## src/rtl/clock_set_ctrl_pkg.sv

```systemverilog
// Shared mode encodings for the clock set controller and the display mux.
// Latency: n/a (type and constant definitions only).
// Backpressure: n/a.
package clock_set_ctrl_pkg;

   localparam int MODE_W = 2;

   typedef enum logic [MODE_W-1:0] {
      ST_RUN   = 2'd0,
      ST_SET_H = 2'd1,
      ST_SET_M = 2'd2
   } state_e;

   // Mode button order: RUN -> SET_HOUR -> SET_MIN -> RUN.
   function automatic state_e next_mode(input state_e s);
      case (s)
         ST_RUN:   next_mode = ST_SET_H;
         ST_SET_H: next_mode = ST_SET_M;
         default:  next_mode = ST_RUN;
      endcase
   endfunction

endpackage

```

## src/rtl/clock_set_ctrl_if.sv

```systemverilog
// Button/tick inputs and counter-control outputs of the clock set controller.
// Latency: n/a (wiring only).
// Backpressure: none; all signals are single-cycle pulses or levels.
//   master: drives tick_1hz/btn_*; slave (controller): drives the counter controls and mode.
interface clock_set_ctrl_if;

   logic                                 tick_1hz;
   logic                                 btn_mode;
   logic                                 btn_inc_p;
   logic                                 btn_inc_lvl;
   logic                                 sec_en;
   logic                                 cascade_en;
   logic                                 inc_min;
   logic                                 inc_hour;
   logic                                 sec_clr;
   logic                                 blank_h;
   logic                                 blank_m;
   logic [clock_set_ctrl_pkg::MODE_W-1:0] mode;

   modport master (
      output tick_1hz, btn_mode, btn_inc_p, btn_inc_lvl,
      input  sec_en, cascade_en, inc_min, inc_hour, sec_clr, blank_h, blank_m, mode
   );

   modport slave (
      input  tick_1hz, btn_mode, btn_inc_p, btn_inc_lvl,
      output sec_en, cascade_en, inc_min, inc_hour, sec_clr, blank_h, blank_m, mode
   );

endinterface

```

## src/rtl/clock_set_ctrl_btn_autorepeat.sv

```systemverilog
// Hold/auto-repeat generator: event after HOLD_CYC cycles of lvl_i held, then every REP_CYC cycles.
// Latency: combinational evt_o in the cycle the hold/repeat count completes.
// Backpressure: none; counters clear as soon as lvl_i drops.
//   ports: clk, rst (async active-low), lvl_i (debounced button level), evt_o (repeat event pulse)
module clock_set_ctrl_btn_autorepeat #(
   parameter int HOLD_CYC = 25_000_000,
   parameter int REP_CYC  = 6_250_000
)(
   input  logic clk,
   input  logic rst,
   input  logic lvl_i,
   output logic evt_o
);

   localparam int HOLD_W = $clog2(HOLD_CYC + 1);
   localparam int REP_W  = $clog2(REP_CYC + 1);
   localparam logic [HOLD_W-1:0] HOLD_LAST  = HOLD_W'(HOLD_CYC - 1);
   localparam logic [HOLD_W-1:0] HOLD_ARMED = HOLD_W'(HOLD_CYC);
   localparam logic [REP_W-1:0]  REP_LAST   = REP_W'(REP_CYC - 1);

   logic [HOLD_W-1:0] hold_q, hold_d;
   logic [REP_W-1:0]  rep_q, rep_d;

   // hold_q parks at HOLD_ARMED once the initial hold delay has elapsed;
   // from then on rep_q paces the repeat events.
   always_comb begin
      hold_d = hold_q;
      rep_d  = rep_q;
      evt_o  = 1'b0;
      if (!lvl_i) begin
         hold_d = '0;
         rep_d  = '0;
      end else if (hold_q == HOLD_ARMED) begin
         if (rep_q == REP_LAST) begin
            rep_d = '0;
            evt_o = 1'b1;
         end else begin
            rep_d = rep_q + 1'b1;
         end
      end else if (hold_q == HOLD_LAST) begin
         hold_d = HOLD_ARMED;
         rep_d  = '0;
         evt_o  = 1'b1;
      end else begin
         hold_d = hold_q + 1'b1;
      end
   end

   always_ff @(posedge clk or negedge rst) begin
      if (!rst) begin
         hold_q <= '0;
         rep_q  <= '0;
      end else begin
         hold_q <= hold_d;
         rep_q  <= rep_d;
      end
   end

endmodule

```

## src/rtl/clock_set_ctrl.sv

```systemverilog
// Mode/time-set sequencer for the HH:MM:SS clock: tick gating, field increments, blink, timeout.
// Latency: one cycle, every output is registered from the inputs of the previous edge.
// Backpressure: none; button/tick pulses are consumed the cycle they arrive.
//   ports: clk, rst (async active-low), bus (slave: tick/buttons in, counter controls + mode out)
module clock_set_ctrl
   import clock_set_ctrl_pkg::*;
#(
   parameter int CLK_HZ     = 50_000_000,
   parameter int HOLD_DIV   = 2,
   parameter int REPEAT_DIV = 8,
   parameter int TIMEOUT_S  = 30
)(
   input  logic            clk,
   input  logic            rst,
   clock_set_ctrl_if.slave bus
);

   localparam int TMO_W = $clog2(TIMEOUT_S + 1);
   localparam logic [TMO_W-1:0] TMO_LAST = TMO_W'(TIMEOUT_S - 1);

   state_e            state_q, state_d;
   logic [TMO_W-1:0]  tmo_q, tmo_d;
   logic              phase_q, phase_d;
   logic              inc_hour_d, inc_min_d, sec_clr_d;
   logic              sec_en_q, cascade_en_q, inc_min_q, inc_hour_q, sec_clr_q;
   logic              blank_h_q, blank_m_q;
   logic              rep_evt, inc_evt;

   clock_set_ctrl_btn_autorepeat #(
      .HOLD_CYC (CLK_HZ / HOLD_DIV),
      .REP_CYC  (CLK_HZ / REPEAT_DIV)
   ) u_autorepeat (
      .clk   (clk),
      .rst   (rst),
      .lvl_i (bus.btn_inc_lvl),
      .evt_o (rep_evt)
   );

   assign inc_evt = bus.btn_inc_p | rep_evt;

   // Priority: mode button > increment > timeout tick. A mode press drops any
   // coincident increment; an increment rescues a SET state from timing out.
   always_comb begin
      state_d    = state_q;
      tmo_d      = tmo_q;
      phase_d    = bus.tick_1hz ? ~phase_q : phase_q;
      inc_hour_d = 1'b0;
      inc_min_d  = 1'b0;
      sec_clr_d  = 1'b0;
      if (bus.btn_mode) begin
         state_d   = next_mode(state_q);
         tmo_d     = '0;
         sec_clr_d = (state_q == ST_SET_M);
      end else if (state_q == ST_RUN) begin
         tmo_d = '0;
      end else if (inc_evt) begin
         inc_hour_d = (state_q == ST_SET_H);
         inc_min_d  = (state_q == ST_SET_M);
         tmo_d      = '0;
         phase_d    = 1'b1;   // show the field solid right after it changes
      end else if (bus.tick_1hz) begin
         if (tmo_q == TMO_LAST) begin
            state_d = ST_RUN;
            tmo_d   = '0;
         end else begin
            tmo_d = tmo_q + 1'b1;
         end
      end
   end

   always_ff @(posedge clk or negedge rst) begin
      if (!rst) begin
         state_q      <= ST_RUN;
         tmo_q        <= '0;
         phase_q      <= 1'b1;
         sec_en_q     <= 1'b0;
         cascade_en_q <= 1'b1;
         inc_min_q    <= 1'b0;
         inc_hour_q   <= 1'b0;
         sec_clr_q    <= 1'b0;
         blank_h_q    <= 1'b0;
         blank_m_q    <= 1'b0;
      end else begin
         state_q      <= state_d;
         tmo_q        <= tmo_d;
         phase_q      <= phase_d;
         sec_en_q     <= bus.tick_1hz & (state_q == ST_RUN);
         // Carries re-enable one cycle after leaving SET_MIN, so the sec_clr
         // cycle itself cannot ripple into the minute field.
         cascade_en_q <= (state_q == ST_RUN);
         inc_min_q    <= inc_min_d;
         inc_hour_q   <= inc_hour_d;
         sec_clr_q    <= sec_clr_d;
         blank_h_q    <= (state_d == ST_SET_H) & ~phase_d;
         blank_m_q    <= (state_d == ST_SET_M) & ~phase_d;
      end
   end

   assign bus.sec_en     = sec_en_q;
   assign bus.cascade_en = cascade_en_q;
   assign bus.inc_min    = inc_min_q;
   assign bus.inc_hour   = inc_hour_q;
   assign bus.sec_clr    = sec_clr_q;
   assign bus.blank_h    = blank_h_q;
   assign bus.blank_m    = blank_m_q;
   assign bus.mode       = state_q;

endmodule

```

## src/flat_wrapper.sv

```systemverilog
// flat-port wrapper written by rule: the top's interface ports become plain ports
module clock_set_ctrl_flat import clock_set_ctrl_pkg::*;
#(
   parameter int CLK_HZ     = 50_000_000,
   parameter int HOLD_DIV   = 2,
   parameter int REPEAT_DIV = 8,
   parameter int TIMEOUT_S  = 30
)
  (clk, rst, bus_tick_1hz, bus_btn_mode, bus_btn_inc_p, bus_btn_inc_lvl, bus_sec_en, bus_cascade_en, bus_inc_min, bus_inc_hour, bus_sec_clr, bus_blank_h, bus_blank_m, bus_mode);
  clock_set_ctrl_if bus_i ();
  input  logic clk;
  input  logic rst;
  input wire logic [$bits(bus_i.tick_1hz)-1:0] bus_tick_1hz;
  input wire logic [$bits(bus_i.btn_mode)-1:0] bus_btn_mode;
  input wire logic [$bits(bus_i.btn_inc_p)-1:0] bus_btn_inc_p;
  input wire logic [$bits(bus_i.btn_inc_lvl)-1:0] bus_btn_inc_lvl;
  output wire logic [$bits(bus_i.sec_en)-1:0] bus_sec_en;
  output wire logic [$bits(bus_i.cascade_en)-1:0] bus_cascade_en;
  output wire logic [$bits(bus_i.inc_min)-1:0] bus_inc_min;
  output wire logic [$bits(bus_i.inc_hour)-1:0] bus_inc_hour;
  output wire logic [$bits(bus_i.sec_clr)-1:0] bus_sec_clr;
  output wire logic [$bits(bus_i.blank_h)-1:0] bus_blank_h;
  output wire logic [$bits(bus_i.blank_m)-1:0] bus_blank_m;
  output wire logic [$bits(bus_i.mode)-1:0] bus_mode;
  assign bus_i.tick_1hz = bus_tick_1hz;
  assign bus_i.btn_mode = bus_btn_mode;
  assign bus_i.btn_inc_p = bus_btn_inc_p;
  assign bus_i.btn_inc_lvl = bus_btn_inc_lvl;
  assign bus_sec_en = bus_i.sec_en;
  assign bus_cascade_en = bus_i.cascade_en;
  assign bus_inc_min = bus_i.inc_min;
  assign bus_inc_hour = bus_i.inc_hour;
  assign bus_sec_clr = bus_i.sec_clr;
  assign bus_blank_h = bus_i.blank_h;
  assign bus_blank_m = bus_i.blank_m;
  assign bus_mode = bus_i.mode;
  clock_set_ctrl #(.CLK_HZ(CLK_HZ), .HOLD_DIV(HOLD_DIV), .REPEAT_DIV(REPEAT_DIV), .TIMEOUT_S(TIMEOUT_S)) u_core (.clk(clk), .rst(rst), .bus(bus_i));
endmodule
```

## config.mk

```make
export PLATFORM = sky130hd
export DESIGN_NAME = clock_set_ctrl_flat
export DESIGN_NICKNAME = d
export VERILOG_FILES = /design/src/rtl/clock_set_ctrl_pkg.sv /design/src/rtl/clock_set_ctrl_if.sv /design/src/rtl/clock_set_ctrl_btn_autorepeat.sv /design/src/rtl/clock_set_ctrl.sv /design/src/flat_wrapper.sv
export SDC_FILE = /design/constraint.sdc
export NUM_CORES = 1
export LEC_CHECK = 0
export ABC_CLOCK_PERIOD_IN_PS = 4300
export CAP_MARGIN = 20
export CELL_PAD_IN_SITES_DETAIL_PLACEMENT = 1
export CELL_PAD_IN_SITES_GLOBAL_PLACEMENT = 1
export CORE_MARGIN = 2
export CORE_UTILIZATION = 41
export CTS_BUF_LIST = sky130_fd_sc_hd__clkbuf_8
export CTS_CLUSTER_DIAMETER = 50
export DETAILED_ROUTE_END_ITERATION = 12
export HOLD_SLACK_MARGIN = 0.02
export PLACE_DENSITY_LB_ADDON = 0.1
export SYNTH_ARGS = -nofsm -noshare
export SYNTH_HDL_FRONTEND = slang
export SYNTH_HIERARCHICAL = 1
export SYNTH_SLANG_ARGS = --single-unit
```

## constraint.sdc

```tcl
create_clock -name clk -period 4.3 [get_ports clk]
set_input_delay 1.075 -clock clk [delete_from_list [all_inputs] [get_ports clk]]
set_output_delay 1.075 -clock clk [all_outputs]
set_load 0.03 [all_outputs]
```

==> out/metrics.sh <==
STATUS='finished clean'
POWER_LEAKAGE_nW=1.651
WORSTPATHCELLLIST='clkdlybuf4s50_1 > inv_1 > nor4b_1 > nor2_1 > a41oi_2 > a22o_1'
POSTCTSHOLDBUFS=0
CRITICALPATHCATEGORY='input port to flop'
CLKSINKCOUNT=63
SYN_NETS=370
POST-PLACE-WS_NS=1.010
RSZ0062_AT_GRT='false'
CLOCK_LATENCY_NS=0.34
LONGEST_INDIVIDUAL_STAGE_DELAY_ON_THE_WORST_PATH_NS=0.67
AREA_GROWTH_SYN_TO_LAYOUT_PCT=11.78
TOP_LEVEL_PORTS=15
COUNT_OF_DIFFERENT_CELL_MASTERS_AFTER_SYNTHESIS=49
FINALHOLDVIOLCOUNT=0
FF2FF_SETUP_SLACK_NS=1.64
HOLD_DEPTH=1
SEQ_AREA_FRAC_SYNTH_PCT=46.18
CLOCK_TREE_FROM_TRITONCTS='done'
FINALNONFILLERCELLS=484
LAYOUT-DRIVE-GT1-SHARE_PCT=9.235
CRITICAL_PATH.REG2REG.ENDPOINT='u_core/bus.mode[0]'
CP_DATA_ARRIVAL_TIME_NS=3.15
POWER.IR.VDD_WORST_mV=0.1533
FIN_SKEW_NS=0.006642
WORST_R2R_PATH_DEPTH=9
ANTENNA_CELLS_INSERTED=0
IO_BUFFER_COUNT=14
CRITICAL_PATH_CELL_COUNT=6
HOLD_PATH_STARTPOINT='u_core/u_autorepeat/hold_q[14]'
SETUP-TNS-FINAL_NS=0
CORE_SQ_UM=8134
FIRST_GLOBAL_VIAS=2782
HTREE_NUM_LEVELS=3
DIE_AREA_SQ_UM=9087
NETLIST_INSTANCES=359
YOSYS_REGISTER_BITS=63
PATH_DELAY_FAMILY='simple AND/OR/NAND/NOR gates'
GRT_MAX_DEGREE=44
WORSTPATHMAXFANOUT=14
DOMINANTREGCELLSYNTH='dfrtp_1'
RELSLEWSLACK_PCT=39.64
FINAL.SETUP.WORST_SLACK_NS=1.426
SYNTH.YOSYS.WARNINGS=6
POSTSYNTHAREAPERCELL_SQ_UM=9.525
P_PER_AREA_nW_PER_UM2=352.9
CLOCKBUFFERDEPTH=2
SYNTH.MOST_COMMON_CELL='dfrtp_1'
FINAL_CORE_UTIL_PCT=46.99
FINAL_HPWL_DP_MM=5.421
POST_CTS.RESIZED_INSTANCES=0
CTS_ROOT_BUFFER='clkbuf_8'
NUM-NETS-FINAL=385
SYNTH-EDFF-COUNT=0
GRT_REMAINING_OVERFLOW=0
DRCVIOLATIONCOUNT=0
VIA_COUNT=2728
NUMBER_OF_SEARCH_AND_REPAIR_ITERATIONS_IN_THE_FIRST_DETAILED_ROUTING_PASS=6
TRITONCTS_BUFFER_COUNT=9
GR-USAGE-ALL-LAYERS_PCT=19.44
GLOBAL_ROUTE_WIRE_LENGTH_BEFORE_REPAIR_MM=13.66
MIN_PERIOD_OVER_PERIOD_PCT=66.84
DRT_FIRST_ITER_VIOLATIONS=73
TIGHTEST_SLEW_NS=0.8985
YOSYS-TOP-CELLS-AREA='dfrtp_1, a21o_1, xor2_1, a21oi_1, nor2_1'
ROUTE.DETAILED.WL_PER_INST_UM=16.60
TIMING.FINAL.SETUP_VIOLATIONS=0
ANTENNA_LEFT=0
FP.DIEW_UM=95.33
CTS_POST_SETUP_BUFFERS_INSERTED=0
SYNTH.LARGEST_AREA_CELL='dfrtp_1'
WORST_SETUP_PATH_END_KIND='flop'
FINAL_PERIOD_MINUS_WORST_SETUP_SLACK_NS=2.874
LIST_OF_MOST_FREQUENT_POST_SYNTHESIS_CELLS='dfrtp_1, nor2_1, nand2_1'
START_UTIL_PCT=42.04
START_KIND='input port'
TIMING.CRITICAL_PATH.REQUIRED_NS=4.58
POST-PLACE-CELLS=468
MAX_CLOCK_FREQ_GHz=0.3480
CLK_PIN_SLEW_WORST_PATHS_NS=0.07
TIMING.CRITICAL_PATH.SLOWEST_STAGE_CELL='nor4b_1'
R2R_START='u_core/u_autorepeat/rep_q[0]'
SYNTH_TOP_AREA_SHARE_PCT=44.64
FINAL_COUNT_OF_PINS_VIOLATING_MAX_SLEW=0
FINALWIRELENGTH_MM=8.034
SYNTHESIS.AREA_SQ_UM=3420
MIN-DELAY-PATH-CLASS='flop to flop'
VIA_PER_INST=5.636
ROUTABILITYCONGESTION=0.7322
ANTENNA_VIOLATIONS_BEFORE_REPAIR=0
CORE_ROWS=33
CRIT_BUF_INV=2
DIE_H_UM=95.33
MIN_DELAY_WORST_ENDPOINT='u_core/u_autorepeat/hold_q[14]'
ASYNC_FLOP_SHARE_PCT=100.0
DRV.MAX_CAP_VIOLATION_COUNT=0
[cell type report]
cell class,count,area [sq um]
Multi-Input combinational cell,274,1743
Fill cell,930,4312
Clock inverter,7,57.56
Tap cell,105,131.4
Sequential cell,63,1579
Inverter,10,37.54
Timing Repair Buffer,16,150.1
Clock buffer,9,123.9
[power by group]
part / switching [mW] / internal, mW
clock: 0.231 / 0.259
sequential: 0.0358 / 0.630
combinational: 0.116 / 0.0774
total: 0.382 / 0.967
[worst max path at each step]
stage | startpoint | to | slack (ns)
2_1_floorplan | bus_btn_inc_lvl | u_core/bus.mode[0] | 2.02
3_3_place_gp | bus_btn_inc_lvl | u_core/bus.mode[0] | 1.17
3_5_place_dp | bus_btn_inc_lvl | u_core/bus.mode[0] | 1.01
4_1_cts | bus_btn_inc_lvl | u_core/bus.mode[0] | 1.39
5_1_grt | bus_btn_inc_lvl | u_core/bus.mode[0] | 1.26
6_report | bus_btn_inc_lvl | u_core/bus.mode[0] | 1.43
[flip-flops by register name (all words and copies together) (netlist names)]
name                        flops
u_core/bus.sec_en               1
u_core/u_autorepeat/hold_q     25
u_core/bus.blank_m              1
u_core/bus.inc_min              1
u_core/tmo_q                    5
u_core/phase_q                  1
u_core/bus.mode                 2
u_core/u_autorepeat/rep_q      23
u_core/bus.cascade_en           1
u_core/bus.blank_h              1
u_core/bus.inc_hour             1
u_core/bus.sec_clr              1
[routing by layer]
| metal | track usage, % | wire length [um] |
|---|---|---|
| met1 | 25.75 | 3924 |
| met2 | 31.46 | 3850 |
| met3 | 3.478 | 129 |
| met4 | 7.850 | 129 |
| met5 | 0 | 0 |
[stage by stage]
stage	power, mW	cell area [sq um]	hold slack (ns)
finish	1.349	3822	0.4543
global route	1.416	3822	0.4929
CTS	1.369	3822	0.4584
detailed placement	0.8744	3641	0.4491
global placement	0.8719	3641	0.4529
floorplan	0.7886	3420	0.4257
[layout by cell type (no fill, tap or decap), types with 3 or more instances in the layout]
cell             count
a21o_1              21
a21oi_1             25
and2_1               6
and3_1               8
and4_1               6
clkbuf_8             9
clkdlybuf4s50_1     13
clkinv_2             4
dfrtp_1             61
ha_1                 5
inv_1               11
nand2_1             26
nand2b_1            10
nand3_1             16
nand3b_1             5
nand4_1             16
nor2_1              29
nor3_1               7
nor4b_1              6
nor4bb_1             4
o211ai_1             3
o21ai_0             16
or2_2                7
or3_1               12
or4_1                4
xnor2_1              6
xor2_1              17
[cells by family after synthesis]
kind of cell,count (synthesis),share of synthesized area (%)
compound gates,75,14.12
buf+inv,22,2.854
mux,2,0.6220
simple gates,169,28.50
flops,63,46.18
xor+xnor,23,5.891
fa+ha+maj,5,1.829
(Power assumes the default switching activity.)
==> RTL change, RTL diff (same settings) <==
Reset style: synchronous (`rst`), changed in 2 clocked blocks. Comments in the files are not updated.
--- a/src/rtl/clock_set_ctrl_btn_autorepeat.sv
+++ b/src/rtl/clock_set_ctrl_btn_autorepeat.sv
@@ -46,7 +46,7 @@
       end
    end
 
-   always_ff @(posedge clk or negedge rst) begin
+   always_ff @(posedge clk) begin
       if (!rst) begin
          hold_q <= '0;
          rep_q  <= '0;
--- a/src/rtl/clock_set_ctrl.sv
+++ b/src/rtl/clock_set_ctrl.sv
@@ -68,7 +68,7 @@
       end
    end
 
-   always_ff @(posedge clk or negedge rst) begin
+   always_ff @(posedge clk) begin
       if (!rst) begin
          state_q      <= ST_RUN;
          tmo_q        <= '0;
Formal check against the unedited RTL: differs if rst is asserted again (counterexample within 4 cycles, from zero or initial values and one cycle with rst low); with rst held inactive, the same outputs for 10 cycles.
==> RTL change against the original RTL <==
  * Routed wire length down 9.7%
  * Synthesized area down 7.2%
  * Hold slack better by 0.044 ns
  * Critical path depth up 1
  * Register-to-register slack worse by 0.12 ns
  * Worst setup slack better by 0.097 ns
  * Highest routed layer unchanged
  * Sequential cell count unchanged
  * Cell area down 7.4%
  * Global-route usage down 0.77 points
Power is not compared: it rests on default switching activity, and its combinational part moved more than twofold at a synthesized area within 25%.
==> RTL change: results (changes against the original RTL) <==
metric,value,unit,change
synth_ff_type,dfxtp_1,,
hp-start,u_core/u_autorepeat/rep_q[18],,
wl_per_cell,14.9,µm,-10%
reg_top3,"u_core/u_autorepeat/hold_q: 25 flops, u_core/u_autorepeat/rep_q: 23 flops, u_core/tmo_q: 5 flops",,
antenna_found_initial,0,,unchanged
status,"complete, no violations",,
crit_start,u_core/u_autorepeat/hold_q[9],,
register_area,1260,µm²,-20%
buffers,16,,unchanged
synth_common_cells,"dfxtp_1, nor2_1, nand2_1, a21oi_1, nand3_1",,
multi_input_gates,283,,+3.3%
whs_endpoint,u_core/u_autorepeat/rep_q[18],,
drt_iter0_markers,77,,+5.5%
nFillCells,920,,-1.1%
critical_path.endpoint,u_core/tmo_q[3],,
critPathSlowestCell,or4b_4,,
dpl.hpwl,5.07,mm,-6.4%
gp_congestion,0.750,,+2.5%
syn-num-nets,378,,+2.2%
grt_pass1_wl,12.8,mm,-6.7%
crit_fanout,7,,-7
nClkBuffers,11,,+2
track_usage,0.187,,-0.00768
synth_seq_area_share,0.398,,-0.0641
finalNetCount,392,,+1.8%
worstMarginPinSlew,0.855,ns,-0.0438 ns
buffer_area_frac,0.0438,,+0.00457
clock_area_frac,0.0492,,+0.00169
synth.area.top_cells,"dfxtp_1, nor2_1, xor2_1",,
grt_max_degree,22,,-50%
setup_ws,1.52,ns,+0.0970 ns
place_ws,1.16,ns,+0.147 ns
max_stage_delay,0.56,ns,-0.11 ns
drt_first_pass_iters,4,,-2
inverters,8,,-2
final_layout_size_suffix_gt1_frac,0.0961,,+0.00376
arrival,3.03,ns,-0.12 ns
async_flop_share,0,,-1.00
cts_resized,0,,unchanged
clock_skew,0.00908,ns,+0.00244 ns
synth.distinct_cells,53,,+8.2%
via_count,2710,,-0.66%
multi_input_area_share,0.506,,+0.0500
reg2reg_depth,7,,-2
hold_depth,1,,unchanged
## RTL change: metal layers
| metal | part of all wire | routed length, µm | track usage | up-vias |
|---|---|---|---|---|
| li1 | - | - | - | 1356 |
| met5 | 0 | 0 | 0 | - |
| met4 | 0.017 | 125 | 0.0808 | 0 |
| met3 | 0.023 | 169 | 0.0353 | 11 |
| met2 | 0.44 | 3170 | 0.286 | 24 |
| met1 | 0.52 | 3800 | 0.257 | 1319 |
## RTL change: per-stage QoR
stage	power [mW]	hold slack [ns]	std cells	area, µm²
6_report	1.11	0.499	487	3540
5_1_grt	1.15	0.531	487	3540
4_1_cts	1.13	0.506	487	3540
3_5_place_dp	0.660	0.489	472	3360
3_3_place_gp	0.660	0.476	472	3360
2_1_floorplan	0.642	0.463	367	3170
## RTL change: worst max-delay path: cells and delay by family, from the launching register on
kind	cells	cell delay, ns
and+or+nand+nor	6	2.16
AOI/OAI and AO/OA	1	0.18
DFF	1	0.35
## RTL change: logic make-up (layout without fill, tap and decap cells)
kind of cell    Yosys count  after routing  share of synthesized area
compound gates           70             70                      0.148
xor+xnor                 27             27                     0.0746
fa+ha+maj                 5              5                     0.0197
buf+inv                  21             39                     0.0379
flops                    63             63                      0.398
mux                       1              1                    0.00355
simple gates            180            180                      0.318
## RTL change: power groups by stage
| stage | sequential, mW | clock [mW] | combinational, mW |
|---|---|---|---|
| after CTS | 0.596 | 0.482 | 0.0516 |
| after global routing | 0.597 | 0.502 | 0.0559 |
| final | 0.596 | 0.464 | 0.0510 |
| after floorplan | 0.614 | 0 | 0.0274 |
| after global placement | 0.609 | 0 | 0.0513 |
| after detailed placement | 0.609 | 0 | 0.0514 |
